===== src/rtl/ascii2bin_pkg.sv =====
// rtl/ascii2bin_pkg.sv - shared types and ASCII helpers for the ASCII-to-binary arbiter
package ascii2bin_pkg;

  typedef enum logic [2:0] {
    IDLE,
    COLLECT,
    STREAM,
    WAIT,
    RESULT
  } state_t;

  localparam logic [7:0] ASCII_ZERO = 8'h30;
  localparam logic [7:0] ASCII_NINE = 8'h39;

  function automatic logic is_digit(input logic [7:0] c);
    return (c >= ASCII_ZERO) && (c <= ASCII_NINE);
  endfunction

endpackage


===== src/rtl/rr_arbiter.sv =====
// rtl/rr_arbiter.sv - combinational round-robin pick starting at rr_ptr
module rr_arbiter #(
  parameter int NUM_REQ = 2
) (
  input  logic [NUM_REQ-1:0]         req,
  input  logic [$clog2(NUM_REQ)-1:0] rr_ptr,
  output logic [NUM_REQ-1:0]         grant,
  output logic [$clog2(NUM_REQ)-1:0] grant_idx
);

  localparam int IDX_W = $clog2(NUM_REQ);

  logic [IDX_W-1:0] cand;
  logic             found;

  // Walk the requesters from rr_ptr upward with wrap; first active one wins.
  always_comb begin
    grant     = '0;
    grant_idx = '0;
    found     = 1'b0;
    cand      = '0;
    for (int k = 0; k < NUM_REQ; k++) begin
      cand = IDX_W'((int'(rr_ptr) + k) % NUM_REQ);
      if (!found && req[cand]) begin
        found       = 1'b1;
        grant[cand] = 1'b1;
        grant_idx   = cand;
      end
    end
  end

endmodule


===== src/rtl/ascii_bin_arbiter.sv =====
// rtl/ascii_bin_arbiter.sv - round-robin front end sharing one ASCII-decimal converter
module ascii_bin_arbiter
  import ascii2bin_pkg::*;
#(
  parameter int NUM_REQ       = 2,
  parameter int DIGITS_LENGTH = 8,
  parameter int CONV_LAT      = 2
) (
  input  logic                         clk,
  input  logic                         rst_n,
  input  logic [NUM_REQ-1:0]           req_valid,
  input  logic [NUM_REQ*8-1:0]         req_char,
  input  logic [NUM_REQ-1:0]           req_last,
  output logic [NUM_REQ-1:0]           req_ready,
  output logic                         conv_valid,
  output logic [7:0]                   conv_char,
  input  logic                         conv_busy,
  input  logic [DIGITS_LENGTH*4-1:0]   conv_result,
  output logic                         res_valid,
  input  logic                         res_ready,
  output logic [DIGITS_LENGTH*4-1:0]   res_data,
  output logic [$clog2(NUM_REQ)-1:0]   res_id,
  output logic                         res_err
);

  localparam int IDX_W  = $clog2(NUM_REQ);
  localparam int CNT_W  = $clog2(DIGITS_LENGTH + 1);
  localparam int POS_W  = (DIGITS_LENGTH > 1) ? $clog2(DIGITS_LENGTH) : 1;
  localparam int WCNT_W = (CONV_LAT > 1) ? $clog2(CONV_LAT) : 1;
  localparam int BUF_W  = DIGITS_LENGTH * 8;

  state_t              state, state_next;
  logic [IDX_W-1:0]    grant, rr_ptr, arb_idx;
  logic [NUM_REQ-1:0]  arb_onehot;
  logic [CNT_W-1:0]    cnt;
  logic                err;
  logic [BUF_W-1:0]    dig_buf, buf_in;
  logic [POS_W-1:0]    pos;
  logic [WCNT_W-1:0]   wcnt;
  logic [7:0]          src_chars [NUM_REQ];
  logic [7:0]          cur_char, store_char;
  logic                cur_last, char_ok, char_fits;
  logic                start_grant, char_accept, stream_end, wait_end, res_taken;

  for (genvar g = 0; g < NUM_REQ; g++) begin : g_chars
    assign src_chars[g] = req_char[8*g +: 8];
  end

  assign cur_char   = src_chars[grant];
  assign cur_last   = req_last[grant];
  assign char_ok    = is_digit(cur_char);
  assign store_char = char_ok ? cur_char : ASCII_ZERO;
  assign char_fits  = cnt < CNT_W'(DIGITS_LENGTH);
  // The buffer is pre-filled with '0' and shifted left per digit, so the
  // number ends up right-aligned and already left-padded for streaming.
  assign buf_in     = (char_accept && char_fits) ? ((dig_buf << 8) | BUF_W'(store_char)) : dig_buf;

  rr_arbiter #(.NUM_REQ(NUM_REQ)) u_rr (
    .req       (req_valid),
    .rr_ptr    (rr_ptr),
    .grant     (arb_onehot),
    .grant_idx (arb_idx)
  );

  // State register.
  always_ff @(posedge clk or negedge rst_n) begin
    if (!rst_n) state <= IDLE;
    else        state <= state_next;
  end

  // Next-state decode, handshake strobes and the req_ready decode.
  always_comb begin
    state_next  = state;
    req_ready   = '0;
    start_grant = 1'b0;
    char_accept = 1'b0;
    stream_end  = 1'b0;
    wait_end    = 1'b0;
    res_taken   = 1'b0;
    case (state)
      IDLE: if (|arb_onehot && !conv_busy) begin
        start_grant = 1'b1;
        state_next  = COLLECT;
      end
      COLLECT: begin
        req_ready[grant] = 1'b1;
        char_accept      = req_valid[grant];
        if (char_accept && cur_last) state_next = STREAM;
      end
      STREAM: if (pos == POS_W'(DIGITS_LENGTH - 1)) begin
        stream_end = 1'b1;
        state_next = WAIT;
      end
      WAIT: if (wcnt == WCNT_W'(CONV_LAT - 1)) begin
        wait_end   = 1'b1;
        state_next = RESULT;
      end
      RESULT: if (res_ready) begin
        res_taken  = 1'b1;
        state_next = IDLE;
      end
      default: state_next = IDLE;
    endcase
  end

  // Datapath: grant capture, digit buffering, streaming, result capture.
  always_ff @(posedge clk or negedge rst_n) begin
    if (!rst_n) begin
      grant      <= '0;
      rr_ptr     <= '0;
      cnt        <= '0;
      err        <= 1'b0;
      dig_buf    <= '0;
      pos        <= '0;
      wcnt       <= '0;
      conv_valid <= 1'b0;
      conv_char  <= '0;
      res_valid  <= 1'b0;
      res_data   <= '0;
      res_id     <= '0;
      res_err    <= 1'b0;
    end else begin
      case (state)
        IDLE: if (start_grant) begin
          grant   <= arb_idx;
          cnt     <= '0;
          err     <= 1'b0;
          dig_buf <= {DIGITS_LENGTH{ASCII_ZERO}};
        end
        COLLECT: if (char_accept) begin
          if (char_fits) begin
            cnt <= cnt + 1'b1;
            if (!char_ok) err <= 1'b1;
          end else begin
            err <= 1'b1;
          end
          if (cur_last) begin
            conv_valid <= 1'b1;
            conv_char  <= buf_in[BUF_W-1 -: 8];
            dig_buf    <= buf_in << 8;
            pos        <= '0;
          end else begin
            dig_buf <= buf_in;
          end
        end
        STREAM: if (stream_end) begin
          conv_valid <= 1'b0;
          conv_char  <= '0;
          wcnt       <= '0;
        end else begin
          conv_char <= dig_buf[BUF_W-1 -: 8];
          dig_buf   <= dig_buf << 8;
          pos       <= pos + 1'b1;
        end
        WAIT: if (wait_end) begin
          res_valid <= 1'b1;
          res_data  <= conv_result;
          res_id    <= grant;
          res_err   <= err;
        end else begin
          wcnt <= wcnt + 1'b1;
        end
        RESULT: if (res_taken) begin
          res_valid <= 1'b0;
          rr_ptr    <= (grant == IDX_W'(NUM_REQ - 1)) ? '0 : grant + 1'b1;
        end
        default: ;
      endcase
    end
  end

endmodule


===== config.mk =====
export PLATFORM = sky130hd
export DESIGN_NAME = ascii_bin_arbiter
export DESIGN_NICKNAME = d
export VERILOG_FILES = /design/src/rtl/ascii2bin_pkg.sv /design/src/rtl/rr_arbiter.sv /design/src/rtl/ascii_bin_arbiter.sv
export SDC_FILE = /design/constraint.sdc
export NUM_CORES = 1
export LEC_CHECK = 0
export BUFFER_PORTS_ARGS = -buffer_cell sky130_fd_sc_hd__buf_2
export CAP_MARGIN = 10
export CORE_MARGIN = 2
export CORE_UTILIZATION = 58
export CTS_BUF_LIST = sky130_fd_sc_hd__clkbuf_8
export CTS_CLUSTER_SIZE = 40
export DETAILED_ROUTE_END_ITERATION = 8
export PLACE_DENSITY = 0.89
export SYNTH_ARGS = -nofsm -noshare
export SYNTH_HDL_FRONTEND = slang
export SYNTH_HIERARCHICAL = 1
export SYNTH_SLANG_ARGS = --single-unit

===== constraint.sdc =====
create_clock -name clk -period 2.53 [get_ports clk]
set_input_delay 0 -clock clk [delete_from_list [all_inputs] [get_ports clk]]
set_output_delay 0 -clock clk [all_outputs]
set_load 0.02 [all_outputs]

* After elaboration in Yosys (flattened, before gate mapping)
Index checks and enable logic that the tools add are counted.
** Operators by class
- Multiplexer cells :: 72
- Equal/unequal tests :: 20
- Order comparisons :: 10
- Bitwise operators :: 3
- Add/sub/neg operators :: 5
- Reductions and logical operators :: 29
** Operators with widths (number)
- 64-bit two-way mux :: 5
- 64-bit one-hot mux with 3 select lines :: 1
- 64-bit by 8-bit OR with 64-bit output :: 1
- 8-bit two-way mux :: 7
- 1-bit two-way mux :: 34
- 2-bit != test, second input constant :: 14
- 3-bit two-way mux :: 8
- 4-bit AND reduction :: 5
- 8-bit one-hot mux with 2 select lines :: 1
- 3-bit one-hot mux with 5 select lines :: 1
- 4-bit two-way mux :: 3
- 3-bit AND reduction :: 3
- 8-bit by 6-bit >= comparator with 1-bit output, second input constant :: 1
- 8-bit by 6-bit <= comparator with 1-bit output, second input constant :: 1
- 1-bit logical AND :: 8
- 1-bit one-hot mux with 2 select lines :: 4
- 4-bit one-hot mux with 2 select lines :: 1
- 2-bit nonzero test :: 4
- 3-bit by 2-bit == test with 1-bit output, second input constant :: 2
- 3-bit == test, second input constant :: 2
- 1-bit by 2-bit < comparator with 1-bit output, second input constant :: 3
- 2-bit two-way mux :: 3
- 3-bit one-hot mux with 2 select lines :: 1
- 2-bit AND reduction :: 3
- other kinds (16) :: 23
** Storage, ports and cells
- Logic and storage cells :: 153
- Bits of input ports :: 56
- Output and inout bits :: 46
- Flip-flop bits (word level) :: 122

* Longest topological paths before layout
- Word-level depth :: 13
- Gate-level depth with buffers :: 10
- Gate-level depth less buffers :: 7

* Hierarchy
Netlist, hierarchy kept.
** By module, submodules not included
- ascii_bin_arbiter :: cells each 531, times used 1, area each 5866.9 um^2, seq. area each 3052.9 um^2
- rr_arbiter :: cells each 4, times used 1, area each 30.0 um^2, seq. area each 0.0 um^2

* Worst setup path after synthesis
No wires, ideal clock.
- Path type :: register -> register
- Start :: register, netlist name pos[0]
- End :: register res_data[10]
- Path buffers :: 2
- Setup slack :: 448 ps
- Library setup time :: 125 ps
- Required time :: 2405 ps
- Arrival time :: 1957 ps
- Stages on the path, launching flop included :: 9
- Clock period less this slack :: 2082 ps
- Cell sequence :: dfrtp_1 ha_1 ha_1 buf_2 mux2i_1 a21oi_1 nand3_1 buf_2 mux2_2
** RTL lines
- end signal, assigned :: RTL line ascii_bin_arbiter.sv:157 : res_data <= conv_result;
- end, declared :: RTL line ascii_bin_arbiter.sv:21 : output logic [DIGITS_LENGTH*4-1:0] res_data,

* Final worst setup path
- Start :: register pos[0]
- End :: register dig_buf[34]
** On the way
- Cells in the longest elaborated chain, start to end :: 5
** Ends and longest elaborated chain
- start, declared :: RTL line ascii_bin_arbiter.sv:38 : logic [POS_W-1:0] pos;
- start signal, assigned :: RTL line ascii_bin_arbiter.sv:153 : pos <= pos + 1'b1;
- 3-bit == test :: RTL line ascii_bin_arbiter.sv:90 : STREAM: if (pos == POS_W'(DIGITS_LENGTH - 1)) begin
- 1-bit two-way mux :: RTL line ascii_bin_arbiter.sv:90
- 1-bit two-way mux :: RTL line ascii_bin_arbiter.sv:80 : case (state)
- 2-bit != test (no source line)
- 4-bit AND reduction (no source line)
- end signal, assigned :: RTL line ascii_bin_arbiter.sv:128 : dig_buf <= {DIGITS_LENGTH{ASCII_ZERO}};
- end signal, assigned :: RTL line ascii_bin_arbiter.sv:140 : dig_buf <= buf_in << 8;
- end signal, assigned :: RTL line ascii_bin_arbiter.sv:143 : dig_buf <= buf_in;
- end, declared :: RTL line ascii_bin_arbiter.sv:37 : logic [BUF_W-1:0] dig_buf, buf_in;
Every way passes these cells.
A chain may end at the register's enable or synchronous reset.

==> results.md <==
* Status: completed
* Post-Route Skew at 0.0182 ns
* Final hold violation count at 0
* Core Footprint at 9820 sq um
* Worst-path clk slew at 0.08 ns
* Total die area at 11000 sq um
* Worst-Margin Slew at 0.738 ns
* VDD IR-drop max at 0.994 mV
* TritonCTS buffer count at 17
* H-tree Lvls at 4
* Routed len/inst at 21.7 um
* IO Pins at 102
* Post-Place Worst Slack at 0.280 ns
* Vias/cell at 6.60
* Final worst path period share at 94.0%
* CP Capture Type: register
* Syn_nets at 594
* Mapped cell area at 5900 sq um
* R2R Setup Slk at 0.15 ns
* Area grow syn2layout at 23.7%
* Setup TNS at 0 ns
* Endpoints failing setup at 0
* Post-cts sizing count at 0
* Initial antenna violation count at 0
* CTS tree: built
* Highest clock rate at 0.421 GHz
* GRT Residual Overflow at 0
* Vias at 5393
* Global-route wire length before repair at 28.8 mm
* Synth warnings at 6
* Clk_lat worst skew at 0.44 ns
* Die width at 105 um
* Synth async-reset ratio at 100%
* Synthesis-stage register bit count at 122
* Pleak at 0.00337 uW
* Clock Tree Buf Depth at 2
* Max_cap viols at 0
* Root buf cell: clkbuf_8
* Register area share after synthesis at 51.8%
* DRC at 0
* Pre-Repair DR Iteration Count at 8
* GRT Util Overall at 33.3%
* CP Data Required Time at 2.87 ns
* Fin. max-slew vios at 0
* Vias in the first global route at 5454
* CP arrival at 2.72 ns
* Ant diodes at 0
* Final min period at 2.38 ns
* Die height at 105 um
* Drt total wl at 17.7 mm
* Max transition margin at 50.8%
* Hold WS at 0.0293 ns
* NumNets Final at 732
* RSZ-0062 raised after global routing: false
* Drt first-iter violations at 487
* Largest net degree at the start of global routing at 54
* Clock sinks at 122
* Cell row count at 36
* Synth Instances at 535
* I/O Buffers at 101
* Post-DP HPWL at 10.1 mm
* Placer Congestion at 0.904
* Hold Path Class: in2reg
* Starting density of the core at 60.1%
* Util after Layout at 74.3%
* Count of different cell masters after synthesis at 59
* Worst Setup Slack, final at 0.152 ns
* PwrDens at 1300 nW/um^2
* Syn avg cell area at 11.0 sq um
* Top_reg_cell synth: dfrtp_1
* Crit Path Max Fanout at 28
* CP startpoint kind: register
* WS Path Type: reg2reg
* EDFF count, synth at 0
* Routed Antenna Nets at 0
* Share of layout cells above drive strength 1 at 30.3%
-- logic make-up after synthesis --
logic type      after synthesis  share of synthesized area, %
mux                          45                          8.87
simple gates                111                          9.89
compound gates              206                          24.4
flops                       122                          51.8
buf+inv                      47                          4.29
xor+xnor                      1                         0.149
fa+ha+maj                     3                         0.637
-- area by class of cell --
class,instances,area (sq um)
sequential,122,3050
multi-input combinational,366,2590
fill,639,2530
timing repair buffer,159,1080
clock buffer,20,275
tap,133,166
clock inverter,10,103
inverter,7,26.3
-- cell usage in the layout (no fill, tap or decap), drive strengths merged, types with 14 or more instances in the layout --
cell | Yosys | final
nor2 | 32 | 32
a22oi | 39 | 39
dlygate4sd3 | 0 | 34
o21ai | 28 | 28
buf | 34 | 125
clkbuf | 6 | 20
mux2 | 38 | 38
a31oi | 14 | 14
a21oi | 37 | 37
a22o | 26 | 26
dfrtp | 122 | 122
nand2 | 29 | 29
-- path summary, 6_finish.rpt --
kind,startpoint,endpoint,cells past startpoint
max,pos[0],dig_buf[34],8
min,req_valid[0],grant,3
max reg2reg,pos[0],dig_buf[34],8
min reg2reg,dig_buf[47],dig_buf[55],1
max in group asynchronous,rst_n,pos[0],3
min in group asynchronous,rst_n,dig_buf[12],2
-- flip-flops by register name, summed over array words and instances (netlist names) --
register	cells
grant	1
res_id	1
res_err	1
res_valid	1
cnt	4
res_data	32
dig_buf	64
state	3
rr_ptr	1
wcnt	1
conv_valid	1
pos	3
conv_char	8
err	1
-- Yosys cell counts, types with 6 or more instances --
library cell / number / area share, %
o22ai_1: 10 / 1.1
nand4_1: 8 / 0.85
inv_1: 7 / 0.45
buf_2: 25 / 2.1
clkbuf_1: 6 / 0.38
o21ai_0: 22 / 1.9
nand2_1: 29 / 1.8
mux2_2: 38 / 7.3
nor3_1: 8 / 0.68
a21oi_1: 37 / 3.1
nand3_1: 9 / 0.76
a22o_1: 26 / 3.9
buf_4: 6 / 0.76
dfrtp_1: 122 / 52
o211ai_1: 11 / 1.4
nor2_1: 31 / 2.0
a22oi_1: 39 / 5.0
o21ai_1: 6 / 0.51
a21o_1: 11 / 1.4
a31oi_1: 14 / 1.5
-- critical path: stages, from the launching register on --
cell,delay (ns)
dfrtp_1,0.41
ha_1,0.21
ha_1,0.36
o21a_1,0.28
nor2_1,0.16
and2_1,0.23
buf_4,0.33
a31oi_1,0.15
o22ai_1,0.16
-- through the flow --
| stage | power, uW | instance area (sq um) | instances |
|---|---|---|---|
| 2_1_floorplan | 6170 | 5900 | 535 |
| 3_3_place_gp | 7250 | 6580 | 753 |
| 3_5_place_dp | 7500 | 6580 | 753 |
| 4_1_cts | 9230 | 7290 | 817 |
| 5_1_grt | 9960 | 7290 | 817 |
| 6_report | 9500 | 7290 | 817 |
-- where the power goes --
group | internal [uW] | switching [uW]
clock | 928 | 769
combinational | 1750 | 2940
sequential | 2550 | 561
-- metal layers --
metal,vias up,global-route usage [%],routed length [um]
li1,2312,-,-
met1,2596,42.2,6680
met2,402,54.1,8600
met3,83,7.36,1650
met4,0,16.3,786
met5,-,0,0
-- what timing repair did --
| action | 4_1_cts | 5_1_grt |
|---|---|---|
| setup endpoints to repair | 0 | 0 |
| setup buffers | 0 | 0 |
| endpoints found under the hold margin | 79 | 0 |
| hold buffers | 34 | 0 |
(Power assumes the default switching activity.)
